===== src/rtl/fir_sample_sequencer_if.sv =====
// Sample-in / result-out valid-ready streams around the FIR sequencer.
// The upstream producer and downstream consumer share one bundle; the sequencer is the slave side.
interface fir_sample_sequencer_if #(
  parameter int DATA_W = 16
);
  logic              in_valid;
  logic              in_ready;
  logic [DATA_W-1:0] in_data;
  logic              out_valid;
  logic              out_ready;
  logic [DATA_W-1:0] out_data;

  modport master (
    output in_valid, in_data, out_ready,
    input  in_ready, out_valid, out_data
  );

  modport slave (
    input  in_valid, in_data, out_ready,
    output in_ready, out_valid, out_data
  );
endinterface


===== src/rtl/fir_sample_sequencer.sv =====
// Feeds buffered samples one at a time into the 19-tap FIR and returns each rounded result
// downstream; the filter is only strobed once its previous pass has been fully drained.
module fir_sample_sequencer #(
  parameter int DATA_W         = 16,
  parameter int FIFO_DEPTH     = 4,
  parameter int COMPUTE_CYCLES = 12
) (
  input  logic              clock,
  input  logic              reset,
  fir_sample_sequencer_if.slave bus,
  output logic              fir_start,
  output logic [DATA_W-1:0] fir_sample,
  input  logic [DATA_W-1:0] fir_result,
  output logic              busy,
  output logic [15:0]       sample_count
);

  localparam int AW = $clog2(FIFO_DEPTH);
  localparam int OW = AW + 1;
  localparam int CW = $clog2(COMPUTE_CYCLES + 1);

  typedef enum logic [1:0] {IDLE, LOAD, COMPUTE, HOLD} state_t;

  state_t            state;
  logic [CW-1:0]     cnt;
  logic              out_valid_q;
  logic [DATA_W-1:0] out_data_q;

  logic [DATA_W-1:0] mem [FIFO_DEPTH];
  logic [AW-1:0]     wr_ptr, rd_ptr;
  logic [OW-1:0]     occ;
  logic              full, empty, push, pop;
  logic [DATA_W-1:0] head;

  assign full  = (occ == OW'(FIFO_DEPTH));
  assign empty = (occ == '0);
  // Ready ignores a same-cycle pop, so a full FIFO can never be written.
  assign bus.in_ready = !full && !reset;
  assign push  = bus.in_valid && bus.in_ready;
  assign pop   = (state == IDLE) && !empty;
  assign head  = mem[rd_ptr];

  assign bus.out_valid = out_valid_q;
  assign bus.out_data  = out_data_q;
  assign busy          = (state != IDLE);

  always_ff @(posedge clock) begin
    if (push) mem[wr_ptr] <= bus.in_data;
  end

  always_ff @(posedge clock) begin
    if (reset) begin
      wr_ptr <= '0;
      rd_ptr <= '0;
      occ    <= '0;
    end else begin
      if (push) wr_ptr <= wr_ptr + 1'b1;
      if (pop)  rd_ptr <= rd_ptr + 1'b1;
      case ({push, pop})
        2'b10:   occ <= occ + 1'b1;
        2'b01:   occ <= occ - 1'b1;
        default: occ <= occ;
      endcase
    end
  end

  // The filter's own done flag is ignored; the pass is timed locally by cnt.
  always_ff @(posedge clock) begin
    if (reset) begin
      state        <= IDLE;
      cnt          <= '0;
      fir_start    <= 1'b0;
      fir_sample   <= '0;
      out_valid_q  <= 1'b0;
      out_data_q   <= '0;
      sample_count <= '0;
    end else begin
      case (state)
        IDLE: begin
          if (!empty) begin
            fir_sample <= head;
            fir_start  <= 1'b1;
            state      <= LOAD;
          end
        end
        LOAD: begin
          fir_start <= 1'b0;
          cnt       <= '0;
          state     <= COMPUTE;
        end
        COMPUTE: begin
          cnt <= cnt + 1'b1;
          if (cnt == CW'(COMPUTE_CYCLES - 1)) begin
            out_data_q  <= fir_result;
            out_valid_q <= 1'b1;
            state       <= HOLD;
          end
        end
        HOLD: begin
          if (bus.out_ready) begin
            out_valid_q  <= 1'b0;
            sample_count <= sample_count + 16'd1;
            state        <= IDLE;
          end
        end
        default: state <= IDLE;
      endcase
    end
  end

endmodule


===== src/flat_wrapper.sv =====
// flat-port wrapper written by rule: the top's interface ports become plain ports
module fir_sample_sequencer_flat 
#(
  parameter int DATA_W         = 16,
  parameter int FIFO_DEPTH     = 4,
  parameter int COMPUTE_CYCLES = 12
)
  (clock, reset, fir_start, fir_sample, fir_result, busy, sample_count, bus_in_valid, bus_in_data, bus_out_ready, bus_in_ready, bus_out_valid, bus_out_data);
  fir_sample_sequencer_if #(.DATA_W(DATA_W)) bus_i ();
  input  logic clock;
  input  logic reset;
  output logic fir_start;
  output logic [DATA_W-1:0] fir_sample;
  input  logic [DATA_W-1:0] fir_result;
  output logic busy;
  output logic [15:0] sample_count;
  input wire logic [$bits(bus_i.in_valid)-1:0] bus_in_valid;
  input wire logic [$bits(bus_i.in_data)-1:0] bus_in_data;
  input wire logic [$bits(bus_i.out_ready)-1:0] bus_out_ready;
  output wire logic [$bits(bus_i.in_ready)-1:0] bus_in_ready;
  output wire logic [$bits(bus_i.out_valid)-1:0] bus_out_valid;
  output wire logic [$bits(bus_i.out_data)-1:0] bus_out_data;
  assign bus_i.in_valid = bus_in_valid;
  assign bus_i.in_data = bus_in_data;
  assign bus_i.out_ready = bus_out_ready;
  assign bus_in_ready = bus_i.in_ready;
  assign bus_out_valid = bus_i.out_valid;
  assign bus_out_data = bus_i.out_data;
  fir_sample_sequencer #(.DATA_W(DATA_W), .FIFO_DEPTH(FIFO_DEPTH), .COMPUTE_CYCLES(COMPUTE_CYCLES)) u_core (.clock(clock), .reset(reset), .bus(bus_i), .fir_start(fir_start), .fir_sample(fir_sample), .fir_result(fir_result), .busy(busy), .sample_count(sample_count));
endmodule

===== config.mk =====
export PLATFORM = sky130hd
export DESIGN_NAME = fir_sample_sequencer_flat
export DESIGN_NICKNAME = d
export VERILOG_FILES = /design/src/rtl/fir_sample_sequencer_if.sv /design/src/rtl/fir_sample_sequencer.sv /design/src/flat_wrapper.sv
export SDC_FILE = /design/constraint.sdc
export NUM_CORES = 1
export LEC_CHECK = 0
export CORE_MARGIN = 3
export CORE_UTILIZATION = 55
export CTS_BUF_LIST = sky130_fd_sc_hd__clkbuf_8
export CTS_CLUSTER_SIZE = 8
export DETAILED_ROUTE_END_ITERATION = 8
export GPL_ROUTABILITY_DRIVEN = 0
export PLACE_DENSITY = 0.83
export SYNTH_ARGS = -nofsm -noshare
export SYNTH_HDL_FRONTEND = slang
export SYNTH_SLANG_ARGS = --single-unit

===== constraint.sdc =====
create_clock -name clock -period 5.95 [get_ports clock]
set_clock_uncertainty 0.15 [all_clocks]
set_input_delay 0.8925 -clock clock [delete_from_list [all_inputs] [get_ports clock]]
set_output_delay 0.8925 -clock clock [all_outputs]
set_load 0.03 [all_outputs]

==> impl_results.md <==
- Vias/cell: 5.50
- GRT Max-Usage Layer: met2
- GRT overflow: 0
- Slew margin rel.: 24.1%
- Synthesized area per cell: 12.4 sq um
- Post_cts resized: 0
- Std cell rows: 33
- CP Capture Type: flip-flop
- Antenna violations before repair: 0
- Drt wl/cell: 16.3 microns
- Layout net count: 539
- Sequential Power Share: 44.7%
- Post-Syn Area: 4940 sq um
- FILL cells: 569
- Critical Path, Cell by Cell: clkdlybuf4s50_1, inv_1, a211oi_1, inv_1, ha_1, fa_1, xnor2_1, or3_1, a21oi_1
- Slowest CP cell: a211oi_1
- Worst setup SP type: input pin
- Hold depth: 2
- Boundary pin count: 88
- Clock Sinks: 127
- Die ar.: 10200 sq um
- Final hold viol count: 0
- Ant. Diodes: 0
- CTS hold repair buffers: 0
- CTS clock-pin slew for the worst setup and hold paths: 0.07 ns
- Least-Margin Pin Slew: 1.14 ns
- Syn. warnings: 0
- Hold WC Path Type: flip-flop to flip-flop
- Peak supply drop: 0.000256 V
- Post-Syn Nets: 448
- Clk Latency, worst-skew pair: 0.43 ns
- Static leakage: 2.09 nW
- CP delay by family, top: compound AO/OA/AOI/OAI gates
- GRT Util Overall: 20.9%
- PD cells: 397 nW/um^2
- Critical path type: input pin to flip-flop
- Post-Place Cells: 576
- Switching power: 0.000815 W
- Post-synthesis cell type count: 39
- H-tree level count: 4
- Asr flop ratio synth: 0%
- HPWL after detailed placement: 6500 microns
- First drt pass iteration count: 4
- Final WL: 9900 microns
- Crit path top cell by count: inv_1
- Layout Cells excl Fill: 607
- Power Internal: 0.00167 W
- Final Max Slew Viols: 0
- Most used DFF post-synth: edfxtp_1
- First-pass GRT wire length: 16200 microns
- CP arrival: 3.48 ns
- # DRC: 0
- Pin count of the biggest net entering global routing: 66
- GRT met1 Usage: 24.9%
- CP max FO: 8
- Mapped Cells: 399
- Final setup TNS: 0 ns
- Hold Slack: 0.306 ns
- Critical Path Max Stage Delay: 0.67 ns
- Num CTS Buffers: 17
- Starting Density: 58.4%
- Fin crit share: 55.0%
- Core ar.: 8460 sq um
- CTS tree: yes
- Crit path buf inv count: 3
- Met2 usage: 35.0%
- Port Buffers: 87
- Min Clock Period, post-route: 3.27 ns
- Post-route ant nets: 0
- Max_cap viols: 0
- FF+latch count, synth: 127
- Starting DRT DRC Count: 135
- Vias in the first global route: 3382
- Instance count on the critical path: 9
- Switching Share: 32.8%
- Share of layout cells above drive strength 1: 11.4%
- DIE WIDTH: 101 microns
- Fmax: 0.305 GHz
- Status: completed
- Clock share of power: 26.9%
- Area added between synthesis and finish: 26.4%
- Setup violations, final: 0
- WP data required: 6.16 ns
- Clk Tree Root Cell: clkbuf_8
- Post-synth EDFFs: 64
- Comb power frac: 28.4%
- RSZ-0062 raised after global routing: false
- Die Y: 101 microns
- Via count: 3339
- Longest Clk Path Bufs: 2
- R2R cell count: 10
- Setup bufs post-CTS: 0
- Met3 Usage GRT: 7.82%
- Seq/Total Area, Yosys: 64.4%
-- state kept, by name (all words and copies together), names as in the netlist --
name,count
u_core.mem,64
u_core.bus.out_data,16
u_core.fir_sample,16
u_core.sample_count,16
u_core.cnt,4
u_core.occ,3
u_core.rd_ptr,2
u_core.state,2
u_core.wr_ptr,2
u_core.bus.out_valid,1
u_core.fir_start,1
-- power by group through the flow --
stage | clock [W] | combinational [W] | sequential [W]
after global placement | 0 | 0.000686 | 0.00112
after detailed placement | 0 | 0.000707 | 0.00113
after floorplan | 0 | 0.000426 | 0.00116
after global routing | 0.000718 | 0.000772 | 0.00113
after CTS | 0.000683 | 0.000715 | 0.00111
final | 0.000668 | 0.000705 | 0.00111
-- area by class of cell --
cell class                 instances  area (sq um)  share of cell area (%)
clock buffer                      18           248                    3.97
timing repair buffer              89           881                    14.1
multi-input combinational        245          1650                    26.4
sequential                       127          3180                    51.0
inverter                          10          37.5                   0.601
tap                              105           131                    2.10
clock inverter                    13           118                    1.88
-- final timing paths --
kind	slack, ns	to	from
setup / recovery	2.68	u_core.occ[2]	bus_in_valid
setup reg to reg	3.06	u_core.occ[2]	u_core.state[1]
hold reg to reg	0.31	u_core.bus.out_data[12]	u_core.bus.out_data[12]
hold / removal	0.31	u_core.bus.out_data[12]	u_core.bus.out_data[12]
-- layer usage --
layer | routed length, microns | vias to the layer above
li1 | - | 1606
met1 | 4110 | 1622
met2 | 5010 | 95
met3 | 636 | 16
met4 | 142 | 0
met5 | 0 | -
-- cells by family (layout without fill, tap and decap cells) --
family	Yosys count	after routing	share of synthesized area (%)
adders and majority gates	13	13	3.44
buffers and inverters	27	130	2.20
DFF	127	127	64.4
and+or+nand+nor	140	140	12.8
AOI/OAI and AO/OA	56	56	6.15
muxes	19	19	7.93
xor gates and xnor gates	17	17	3.01
-- per-stage QoR --
step	utilization [%]	total power (W)	setup slack (ns)	area, sq um
floorplan	-	0.00159	2.97	4940
global placement	69.5	0.00181	2.33	5880
detailed placement	69.5	0.00184	2.26	5880
CTS	73.8	0.00251	2.69	6250
global route	73.8	0.00262	2.51	6250
finish	73.8	0.00248	2.68	6250
-- tightest hold or removal path: cells and delay by family, from the launching register on --
| family | cells | cell delay [ns] |
|---|---|---|
| AO/OA/AOI/OAI | 1 | 0.05 |
| flip-flops | 1 | 0.31 |
| AND/OR/NAND/NOR | 1 | 0.05 |
-- cells in the final DEF, fill, tap and decap left out, types with 3 or more instances in the layout --
cell / Yosys / routed
ha_1: 12 / 12
nand2_1: 78 / 78
nand4_1: 5 / 5
edfxtp_1: 64 / 64
xnor2_1: 7 / 7
nor4_1: 3 / 3
o21ai_0: 8 / 8
or3_1: 4 / 4
inv_1: 9 / 10
and2_1: 5 / 5
nor2_1: 26 / 26
nand3_1: 8 / 8
clkbuf_8: 0 / 18
a21oi_1: 42 / 42
dfxtp_1: 63 / 63
mux4_2: 16 / 16
clkinvlp_4: 0 / 7
clkdlybuf4s50_1: 0 / 86
xor2_1: 10 / 10
-- cell usage after synthesis (2+ instances only) --
library cell | number | area [sq um]
and2_1 | 5 | 31.3
nor2_1 | 26 | 97.6
dfxtp_1 | 63 | 1260
edfxtp_1 | 64 | 1920
buf_1 | 6 | 22.5
or3_1 | 4 | 25.0
mux4_2 | 16 | 360
inv_1 | 9 | 33.8
a21oi_1 | 42 | 210
xor2_1 | 10 | 87.6
buf_2 | 3 | 15.0
nand3_1 | 8 | 40.0
nand2_1 | 78 | 293
clkbuf_1 | 7 | 26.3
mux2i_1 | 2 | 20.0
nand4_1 | 5 | 31.3
nor4_1 | 3 | 18.8
ha_1 | 12 | 150
and4_1 | 2 | 17.5
xnor2_1 | 7 | 61.3
o21ai_0 | 8 | 40.0
a211oi_1 | 2 | 15.0
Power figures use the tool's default switching activity.
